File: config.mk
export PLATFORM = sky130hd
export DESIGN_NAME = fpga_spi_master
export DESIGN_NICKNAME = d
export VERILOG_FILES = /design/src/rtl/fpga_spi_master.sv
export SDC_FILE = /design/constraint.sdc
export NUM_CORES = 1
export LEC_CHECK = 0
export ABC_AREA = 1
export CORE_ASPECT_RATIO = 1.75
export CORE_MARGIN = 8
export CORE_UTILIZATION = 55
export DETAILED_ROUTE_END_ITERATION = 16
export PLACE_DENSITY_LB_ADDON = 0.1
export SLEW_MARGIN = 20
export SYNTH_ARGS = -nofsm -noshare
export SYNTH_HDL_FRONTEND = slang
export SYNTH_SLANG_ARGS = --single-unit
export TNS_END_PERCENT = 1
File: constraint.sdc
create_clock -name clk -period 5.9 [get_ports clk]
set_clock_uncertainty 0.15 [all_clocks]
set_input_delay 1.77 -clock clk [delete_from_list [all_inputs] [get_ports clk]]
set_output_delay 1.77 -clock clk [all_outputs]
set_load 0.02 [all_outputs]
File: src/rtl/fpga_spi_master.sv
// SPI master issuing R/W + 7-bit address + 8-bit data register frames, MSB first.
// Define FPGA_SPI_STATUS_EN to add a 17th SCK period that captures a status bit.
module fpga_spi_master #(
    parameter int unsigned CLK_DIV = 4
) (
    input  logic       clk,
    input  logic       rst,
    input  logic       start,
    input  logic       rw,
    input  logic [6:0] addr,
    input  logic [7:0] data_w,
    output logic [7:0] data_r,
    output logic       status,
    output logic       busy,
    output logic       done,
    output logic       SPI_SSEL,
    output logic       SPI_SCK,
    output logic       SPI_MOSI,
    input  logic       SPI_MISO
);

`ifdef FPGA_SPI_STATUS_EN
    localparam int unsigned NB = 17;
`else
    localparam int unsigned NB = 16;
`endif
    localparam logic [7:0] DIV_LAST = 8'(CLK_DIV - 1);
    localparam logic [4:0] BIT_LAST = 5'(NB - 1);

    typedef enum logic [2:0] {IDLE, SETUP, SHIFT, HOLD, GAP} state_t;

    state_t      state_q;
    logic [7:0]  div_q;
    logic [4:0]  bit_q;
    logic [14:0] tx_q;
    logic [7:0]  rx_q;
    logic        rw_q;
    logic [7:0]  data_r_q;
    logic        busy_q;
    logic        done_q;
    logic        ssel_q;
    logic        sck_q;
    logic        mosi_q;
    logic [1:0]  miso_sync_q;
    logic        miso_s;
    logic        finish_d;
`ifdef FPGA_SPI_STATUS_EN
    logic        stat_cap_q;
    logic        status_q;
`endif

    assign miso_s = miso_sync_q[1];

    // The cycle that carries done: last GAP cycle, or GAP entry when GAP is one cycle long.
    assign finish_d = ((state_q == HOLD) && (div_q == 8'd0) && (CLK_DIV == 1)) ||
                      ((state_q == GAP)  && (div_q == 8'd1));

    always_ff @(posedge clk or posedge rst) begin
        if (rst) begin
            state_q     <= IDLE;
            div_q       <= 8'd0;
            bit_q       <= 5'd0;
            tx_q        <= 15'd0;
            rx_q        <= 8'd0;
            rw_q        <= 1'b0;
            data_r_q    <= 8'd0;
            busy_q      <= 1'b0;
            done_q      <= 1'b0;
            ssel_q      <= 1'b1;
            sck_q       <= 1'b0;
            mosi_q      <= 1'b0;
            miso_sync_q <= 2'b00;
`ifdef FPGA_SPI_STATUS_EN
            stat_cap_q  <= 1'b0;
            status_q    <= 1'b0;
`endif
        end else begin
            // NOTE: every register here uses <=, so all decisions below see pre-edge values.
            miso_sync_q <= {miso_sync_q[0], SPI_MISO};
            done_q      <= 1'b0;

            case (state_q)
                IDLE: begin
                    if (start) begin
                        tx_q    <= {addr, (rw ? 8'h00 : data_w)};
                        rw_q    <= rw;
                        mosi_q  <= rw;
                        ssel_q  <= 1'b0;
                        busy_q  <= 1'b1;
                        div_q   <= DIV_LAST;
                        state_q <= SETUP;
                    end
                end
                SETUP: begin
                    if (div_q == 8'd0) begin
                        sck_q   <= 1'b1;
                        bit_q   <= 5'd0;
                        div_q   <= DIV_LAST;
                        state_q <= SHIFT;
                    end else begin
                        div_q <= div_q - 8'd1;
                    end
                end
                SHIFT: begin
                    // Sample one cycle after the fall so the synchronized MISO has settled.
                    if (!sck_q && (div_q == DIV_LAST)) begin
                        if (rw_q && (bit_q >= 5'd8) && (bit_q <= 5'd15))
                            rx_q <= {rx_q[6:0], miso_s};
`ifdef FPGA_SPI_STATUS_EN
                        if (bit_q == 5'd16)
                            stat_cap_q <= miso_s;
`endif
                    end
                    if (div_q == 8'd0) begin
                        div_q <= DIV_LAST;
                        if (sck_q) begin
                            sck_q <= 1'b0;
                        end else if (bit_q == BIT_LAST) begin
                            state_q <= HOLD;
                        end else begin
                            sck_q <= 1'b1;
                            bit_q <= bit_q + 5'd1;
                            if (bit_q < 5'd15) begin
                                mosi_q <= tx_q[14];
                                tx_q   <= {tx_q[13:0], 1'b0};
                            end else begin
                                mosi_q <= 1'b0;
                            end
                        end
                    end else begin
                        div_q <= div_q - 8'd1;
                    end
                end
                HOLD: begin
                    if (div_q == 8'd0) begin
                        ssel_q  <= 1'b1;
                        mosi_q  <= 1'b0;
                        div_q   <= DIV_LAST;
                        state_q <= GAP;
                    end else begin
                        div_q <= div_q - 8'd1;
                    end
                end
                GAP: begin
                    if (div_q == 8'd0) begin
                        busy_q  <= 1'b0;
                        state_q <= IDLE;
                    end else begin
                        div_q <= div_q - 8'd1;
                    end
                end
                default: state_q <= IDLE;
            endcase

            if (finish_d) begin
                done_q <= 1'b1;
                if (rw_q)
                    data_r_q <= rx_q;
`ifdef FPGA_SPI_STATUS_EN
                status_q <= stat_cap_q;
`endif
            end
        end
    end

    assign data_r   = data_r_q;
    assign busy     = busy_q;
    assign done     = done_q;
    assign SPI_SSEL = ssel_q;
    assign SPI_SCK  = sck_q;
    assign SPI_MOSI = mosi_q;
`ifdef FPGA_SPI_STATUS_EN
    assign status   = status_q;
`else
    assign status   = 1'b0;
`endif

endmodule

==> results_dict.tcl, run 1 <==
set metrics [dict create \
    netlist_area_um2 2935 \
    drtIter0Drc 202 \
    place_hpwl_um 4575 \
    path_clk_slew_ns 0.10 \
    ys.warnings.count 0 \
    cp-end-kind "output pin" \
    fin_crit_ns 3.368 \
    clock_path_buffers 2 \
    max_cap_viol_count 0 \
    synth.most_common_cell "nand2_1" \
    syn-mean-instance-area_um2 7.412 \
    post_layout_nonfiller_instances 484 \
    power.internal_mw 0.7913 \
    gp_congestion 0.9062 \
    tritoncts "built" \
    cts_root_buffer "clkbuf_8" \
    drive_gt1_share_pct 6.993 \
    clkPwrFrac_pct 14.9 \
    firstDrtPassIters 4 \
    critical-path-max-stage-delay_ns 0.60 \
    cts-resized-gates 0 \
    initial_core_util_pct 56.33 \
    portBuffers 32 \
    rows 35 \
    numCtsBuffers 5 \
    synth_area_leaders "dfrtp_1 (46%), nand2_1 (21%), nand3_1 (7.2%), inv_1 (5.1%), nor2_1 (3.1%)" \
    remaining_drc_errors 0 \
    netlist.area_leader.share_pct 46.04 \
    status "finished, final reports clean" \
    critical_path.top_delay_family "buffers and inverters" \
    cp_num_buf_inv 1 \
    area_delta_synth_final_pct 15.17 \
    die_h_um 112.6 \
    htree_levels 2 \
    cts_setup_buffers 0 \
    hold_path_class "flip-flop to flip-flop" \
    synth_seq_cells 55 \
    io_pins 34 \
    clock_sinks 55 \
    grt_usage_pct 16.22 \
    gr-total-overflow 0 \
    chipWidth_um 71.23 \
    start_kind "flip-flop" \
    leakagePower_nw 1.769 \
    tightest_slew_ns 0.6856 \
    setup_viol 0 \
    synth-edff-count 0 \
    cp.required_ns 3.98 \
    yosys.area.top_type "dfrtp_1" \
    fmax_ghz 0.2970 \
    clkLatencyLatePin_ns 0.31 \
    regArea_um2 1378 \
    postSynthCellCount 396 \
    grt_pass1_wl_um 10610 \
    seq_power_share_pct 37.4 \
    max-vdd-ir-drop_mv 0.2731 \
    finalNetCount 455 \
    p_switching_mw 0.6912 \
    grt_pass1_vias 2539 \
    final_hold_viol_count 0 \
    fill_cells 505 \
    slew_violations 0 \
    pwr-share-comb_pct 47.7 \
    synth-main-ff-cell "dfrtp_1" \
    fin_crit_sh_pct 57.08 \
    multi_input_area_um2 1341 \
    post_drt_wl_per_cell_um 12.48 \
    async_flop_share_pct 100.0 \
    dieArea_um2 8023 \
    sw_frac_of_total_pct 46.62 \
    fin_setup_tns_ns 0 \
    relSlewSlack_pct 54.29 \
    grt_max_degree 56 \
    drt_wl_total_um 6040 \
    cp_slowest_cell "clkdlybuf4s50_1" \
    crit_path_cell_trace "clkdlybuf4s50_1" \
    cts_hold_buf 0 \
    crit_path_max_fanout 2 \
    antenna_found_initial 0 \
    worstSetupPathType "flip-flop to output pin" \
    diodes 0 \
    vias 2570 \
    p_per_area_nw_per_um2 438.5 \
    antenna_left 0 \
    ys_types 28 \
    vias_per_cell 5.310 \
    yosysSeqAreaShare_pct 46.93 \
    core_area_um2 5211 \
    mappedNetlistNets 423 \
    placed_cells 476 \
    yosys-top-cells-count "nand2_1 (162), dfrtp_1 (54), nand3_1 (42)" \
    rsz0062_at_grt "false" \
    cp_data_arrival_time_ns 1.45 \
]
-- placed cells by master (no fill, tap or decap), types with 3 or more instances in the layout --
cell type        instances
clkdlybuf4s50_1         32
o21ai_0                 13
nand2_4                  3
a21oi_1                  5
dfrtp_1                 54
nor3_1                   4
nor2_4                   3
nand2_2                  4
ha_1                     7
clkbuf_8                 5
nand4_1                  5
nor2_1                  24
nand3_1                 42
inv_1                   39
nand2_1                162
inv_2                    6
o21ai_1                  8
-- per-layer routing --
layer / wire (µm) / track usage, %
met3: 207 / 3.393
met2: 3353 / 30.21
met4: 114 / 8.252
met1: 2364 / 16.07
met5: 0 / 0
-- state kept, by name, summed over array words and instances, names as in the netlist --
name,count
state_q,3
SPI_MOSI,1
tx_q,15
rx_q,8
rw_q,1
data_r,8
SPI_SCK,1
busy,1
div_q,8
bit_q,5
SPI_SSEL,1
miso_sync_q,2
done,1
-- through the flow --
stage | setup slack (ns) | total power, mW | cell area [µm²] | util [%] | hold WS [ns]
floorplan | 2.639 | 1.109 | 2935 | - | 0.1812
global placement | 2.355 | 1.256 | 3284 | 63.03 | 0.1823
detailed placement | 2.316 | 1.275 | 3284 | 63.03 | 0.1913
CTS | 2.515 | 1.500 | 3381 | 64.87 | 0.2164
global route | 2.498 | 1.628 | 3381 | 64.87 | 0.2183
finish | 2.532 | 1.482 | 3381 | 64.87 | 0.2120
-- power groups by stage --
stage	Sequential [mW]	Clock, mW	Combinational [mW]
after detailed placement	0.561	0	0.714
after CTS	0.555	0.228	0.717
after global routing	0.568	0.239	0.821
after floorplan	0.554	0	0.554
after global placement	0.559	0	0.697
final	0.555	0.220	0.707
-- area by class of cell --
type / count / area share (%)
Clock buffer: 5 / 2.036
Clock inverter: 3 / 0.8142
Inverter: 45 / 4.996
Timing Repair Buffer: 33 / 9.697
Sequential cell: 55 / 40.75
Multi-Input combinational cell: 288 / 39.67
Tap cell: 55 / 2.036
-- kinds of logic after synthesis --
kind of cell	share of synthesized area (%)
buffers and inverters	7.374
other	0.1278
and+or+nand+nor	37.04
xor gates and xnor gates	0.2984
DFF	46.93
adders and majority gates	2.984
AOI/OAI and AO/OA	5.243
-- worst paths after layout --
path | from | to | slack [ns] | cells after the start
hold reg to reg | miso_sync_q[0] | miso_sync_q[1] | 0.21 | 0
setup / recovery | SPI_SSEL | SPI_SSEL | 2.53 | 1
setup reg to reg | bit_q[0] | tx_q[1] | 3.66 | 10
max in group asynchronous | rst | div_q[1] | 3.34 | 3
min in group asynchronous | rst | tx_q[10] | 1.81 | 3
hold / removal | miso_sync_q[0] | miso_sync_q[1] | 0.21 | 0
Note: power is estimated with default switching activity, not from simulation.
==> run 2, diff against run 1 <==
--- a/config.mk
+++ b/config.mk
@@ -8,7 +8,7 @@
 export ABC_AREA = 1
 export CORE_ASPECT_RATIO = 1.75
 export CORE_MARGIN = 8
-export CORE_UTILIZATION = 55
+export CORE_UTILIZATION = 50
 export DETAILED_ROUTE_END_ITERATION = 16
 export PLACE_DENSITY_LB_ADDON = 0.1
 export SLEW_MARGIN = 20
==> constraint.sdc (replaced) <==
create_clock -name clk -period 2.81 [get_ports clk]
set_clock_uncertainty 0.15 [all_clocks]
set_input_delay 0.843 -clock clk [delete_from_list [all_inputs] [get_ports clk]]
set_output_delay 0.843 -clock clk [all_outputs]
set_load 0.02 [all_outputs]
==> run 2 against run 1 <==
Net effect: wire length increased by 5.8%; worst setup slack got worse by 2.2 ns; worst hold slack improved by 0.0018 ns; total power increased by 120%; die area increased by 8.1%; clock-buffer cell count unchanged; non-clock buffer count increased by 4; final cell count increased by 5.6%; clock power increased by 110%; critical endpoint unchanged.
==> results_dict.tcl, run 2 (synthesis results as in run 1) <==
set metrics [dict create \
    initial_core_util_pct 50.72 \
    vias_per_cell 4.975 \
    remaining_drc_errors 0 \
    fin_setup_tns_ns 0 \
    firstDrtPassIters 4 \
    gr-total-overflow 0 \
    crit_path_cell_trace "clkdlybuf4s50_1" \
    p_switching_mw 1.491 \
    reg2reg_to "bit_q[0]" \
    fmax_ghz 0.4096 \
    min_from "miso_sync_q[0]" \
    grt_pass1_wl_um 11440 \
    status "finished, final reports clean" \
    crit_path_max_fanout 2 \
    power_mw 3.193 \
    die_h_um 117.4 \
    layout_commonest_cell "nand2_1" \
    clkLatencyLatePin_ns 0.32 \
    post_drt_wl_per_cell_um 12.51 \
    portBuffers 32 \
    largest_register_ffs 15 \
    drt_wl_total_um 6393 \
    tightest_slew_ns 0.5666 \
    start_kind "flip-flop" \
    cp.required_ns 1.82 \
    critical-path-max-stage-delay_ns 0.59 \
    cts_setup_buffers 0 \
    dieArea_um2 8675 \
    reg2reg_slack_ns 0.72 \
    post-place-ws_ns 0.4087 \
    drtIter0Drc 135 \
    rsz0062_at_grt "false" \
    vias 2542 \
    max-vdd-ir-drop_mv 0.6739 \
    p_per_area_nw_per_um2 926.1 \
    core_area_um2 5787 \
    hold-path-endpoint "miso_sync_q[1]" \
    area_delta_synth_final_pct 17.48 \
    worstSetupPathType "flip-flop to output pin" \
    place_hpwl_um 4703 \
    grt_max_degree 56 \
    antenna_found_initial 0 \
    diodes 0 \
    cp_data_arrival_time_ns 1.45 \
    leakagePower_nw 1.787 \
    worst_slack_ns 0.3685 \
    htree_levels 2 \
    clock_path_buffers 2 \
    cp-end-kind "output pin" \
    io_pins 34 \
    cp_num_buf_inv 1 \
    tritoncts "built" \
    fin_crit_ns 2.441 \
    seq_power_share_pct 36.6 \
    path_clk_slew_ns 0.11 \
    pwr-share-comb_pct 48.9 \
    final_hold_viol_count 0 \
    slew_violations 0 \
    clkPwrFrac_pct 14.5 \
    r2r_cells 10 \
    cp_slowest_cell "clkdlybuf4s50_1" \
    sw_frac_of_total_pct 46.69 \
    relSlewSlack_pct 62.12 \
    top_register "tx_q" \
    drive_gt1_share_pct 7.852 \
    chipWidth_um 73.92 \
    setup_viol 0 \
    critical_path.top_delay_family "buffers and inverters" \
    hold_path_class "flip-flop to flip-flop" \
    grt_usage_pct 16.14 \
    finish.utilization_pct 59.59 \
    antenna_left 0 \
    cts-resized-gates 0 \
    fin_crit_sh_pct 86.89 \
    clock_sinks 55 \
    r2r_start "bit_q[0]" \
    numCtsBuffers 5 \
    cts_root_buffer "clkbuf_8" \
    finalNetCount 459 \
    final_cell_mix "nand2_1 (162), dfrtp_1 (54), nand3_1 (42)" \
    power.internal_mw 1.702 \
    hold_depth 0 \
    rows 37 \
    gp_congestion 0.8702 \
    max_cap_viol_count 0 \
    cts_hold_buf 0 \
    grt_pass1_vias 2634 \
]
-- run 2: power by group through the flow --
stage | clock network, mW | logic [mW] | registers, mW
2_1_floorplan | 0 | 1.16 | 1.16
3_3_place_gp | 0 | 1.54 | 1.18
3_5_place_dp | 0 | 1.56 | 1.18
4_1_cts | 0.471 | 1.57 | 1.17
5_1_grt | 0.503 | 1.81 | 1.19
6_report | 0.463 | 1.56 | 1.17
-- run 2: worst max path at each step --
stage / start / end / slack (ns) / cells after the start
2_1_floorplan: rst / SPI_MOSI / 0.48 / 1
3_3_place_gp: start / tx_q[7] / 0.45 / 8
3_5_place_dp: start / tx_q[9] / 0.41 / 8
4_1_cts: SPI_SSEL / SPI_SSEL / 0.36 / 1
5_1_grt: SPI_SSEL / SPI_SSEL / 0.34 / 1
6_report: SPI_SSEL / SPI_SSEL / 0.37 / 1
-- run 2: area by class of cell --
type / count / area, µm²
Fill cell: 543 / 2338
Inverter: 45 / 168.9
Sequential cell: 55 / 1378
Timing Repair Buffer: 37 / 370.4
Tap cell: 78 / 97.59
Clock inverter: 3 / 23.77
Multi-Input combinational cell: 288 / 1341
Clock buffer: 5 / 68.82
-- run 2: layer usage --
layer  up-vias  GRT usage, %  routed length, µm
met5         -             0                  0
met1      1166         17.44               2598
met3        16         2.730                223
met2        56         28.60               3414
li1       1304             -                  -
met4         0         7.557                156
-- run 2: per-stage QoR --
step                std cells  area, µm²  hold slack [ns]
global placement          503       3356           0.1830
global route              511       3448           0.2183
floorplan                 396       2935           0.1812
detailed placement        503       3356           0.1948
finish                    511       3448           0.2138
CTS                       511       3448           0.2139
==> run 3, diff against run 2 <==
--- a/config.mk
+++ b/config.mk
@@ -8,8 +8,9 @@
 export ABC_AREA = 1
 export CORE_ASPECT_RATIO = 1.75
 export CORE_MARGIN = 8
-export CORE_UTILIZATION = 50
+export CORE_UTILIZATION = 55
 export DETAILED_ROUTE_END_ITERATION = 16
+export DONT_BUFFER_PORTS = 1
 export PLACE_DENSITY_LB_ADDON = 0.1
 export SLEW_MARGIN = 20
 export SYNTH_ARGS = -nofsm -noshare
==> run 3 against run 2 <==
Net effect: flip-flop and latch count stayed put; total power is 3.4% lower; critical path depth is 9 higher; worst hold slack worse by 0.0049 ns; sequential share of layout area is 4.7 points higher; clock-buffer cell count stayed put; clock power is 1% higher; worst setup slack better by 0.22 ns; sequential power hardly changed; critical endpoint is now tx_q[3].
==> results_dict.tcl, run 3 (synthesis results as in run 1) <==
set metrics [dict create \
    status "finished, final reports clean" \
    grt_pass1_wl_um 10850 \
    numCtsBuffers 5 \
    firstDrtPassIters 4 \
    hold_path_class "flip-flop to flip-flop" \
    max_cap_viol_count 0 \
    rows 35 \
    gp_congestion 0.8241 \
    vias_per_cell 5.267 \
    diodes 0 \
    reg2reg_to "tx_q[3]" \
    cp_slowest_cell "dfrtp_1" \
    relSlewSlack_pct 63.71 \
    fin_setup_tns_ns 0 \
    crit_path_max_fanout 16 \
    vias 2391 \
    cts_hold_buf 0 \
    cp_num_buf_inv 1 \
    antenna_left 0 \
    start_kind "flip-flop" \
    finalNetCount 425 \
    crit_path_cell_trace "ha_1 > nand2_1 > nor2_1 > ha_1 > inv_1 > nor2_1 > nor2_4 > nand2_2 > nand2_1 > nand2_1" \
    min_from "miso_sync_q[0]" \
    tightest_slew_ns 0.5429 \
    r2r_start "bit_q[0]" \
    largest_register_ffs 15 \
    final_hold_viol_count 0 \
    dieArea_um2 8023 \
    hold-path-endpoint "miso_sync_q[1]" \
    tritoncts "built" \
    top_register "tx_q" \
    cts_root_buffer "clkbuf_8" \
    layout_commonest_cell "nand2_1" \
    fill_cells 514 \
    initial_core_util_pct 56.33 \
    clkLatencyLatePin_ns 0.32 \
    grt_max_degree 32 \
    htree_levels 2 \
    slew_violations 0 \
    antenna_found_initial 0 \
    portBuffers 0 \
    crit_top_cell "nand2_1" \
    gr-total-overflow 0 \
    critical_path.top_delay_family "simple AND/OR/NAND/NOR gates" \
    reg2reg_slack_ns 0.59 \
    cp-end-kind "flip-flop" \
    clock_path_buffers 2 \
    fmax_ghz 0.4502 \
    grt_usage_pct 16.57 \
    worstSetupPathType "flip-flop to flip-flop" \
    chipWidth_um 71.23 \
    r2r_cells 10 \
    post_drt_wl_per_cell_um 13.48 \
    cp_data_arrival_time_ns 2.28 \
    grt_pass1_vias 2445 \
    rsz0062_at_grt "false" \
    fin_crit_ns 2.221 \
    power_mw 3.086 \
    clock_sinks 55 \
    timing.hold.ws_ns 0.2090 \
    core_area_um2 5211 \
    drive_gt1_share_pct 8.020 \
    leakagePower_nw 1.663 \
    final_cell_mix "nand2_1 (162), dfrtp_1 (54), nand3_1 (42)" \
    cts_setup_buffers 0 \
    path_clk_slew_ns 0.11 \
    max-vdd-ir-drop_mv 0.7858 \
    place_hpwl_um 4641 \
    remaining_drc_errors 0 \
    fin_crit_sh_pct 79.05 \
    die_h_um 112.6 \
    setup_viol 0 \
    hold_depth 0 \
    io_pins 34 \
    cp.required_ns 2.87 \
    drt_wl_total_um 6122 \
    area_delta_synth_final_pct 5.200 \
    drtIter0Drc 133 \
    finish.utilization_pct 59.26 \
    p_per_area_nw_per_um2 999.5 \
    cts-resized-gates 0 \
    critical-path-max-stage-delay_ns 0.43 \
]
## run 3: worst max path at each step
stage / from / cells after the start / to / slack, ns
floorplan: rst / 1 / SPI_MOSI / 0.48
global placement: start / 7 / tx_q[11] / 0.60
detailed placement: start / 7 / tx_q[3] / 0.52
CTS: bit_q[0] / 10 / tx_q[3] / 0.58
global route: bit_q[0] / 10 / tx_q[6] / 0.37
finish: bit_q[0] / 10 / tx_q[3] / 0.59
## run 3: metal layers
layer	up-vias	global-route usage, %	wire, µm
met4	0	6.434	118
met1	1109	16.62	2429
li1	1235	-	-
met3	8	3.214	234
met2	39	31.69	3339
met5	-	0	0
## run 3: where the power goes
part	internal (mW)	switching, mW	leakage [nW]
clock	0.184	0.285	0.0463
sequential	1.00	0.193	0.717
combinational	0.437	0.984	0.899
total	1.62	1.46	1.66
## run 3: per-stage QoR
stage	cell area (µm²)	worst slack (ns)	instances
after global routing	3088	0.3665	454
after detailed placement	2992	0.5233	446
final	3088	0.5887	454
after CTS	3088	0.5792	454
after floorplan	2935	0.4757	396
after global placement	2992	0.5990	446
## run 3: layout make-up
class                      instances  area (µm²)  share of cell area, %
sequential                        55        1378                  44.61
tap                               55       68.82                  2.229
inverter                          45       168.9                  5.470
clock buffer                       5       68.82                  2.229
multi-input combinational        288        1341                  43.44
timing repair buffer               3       35.03                  1.135
clock inverter                     3       27.53                 0.8914
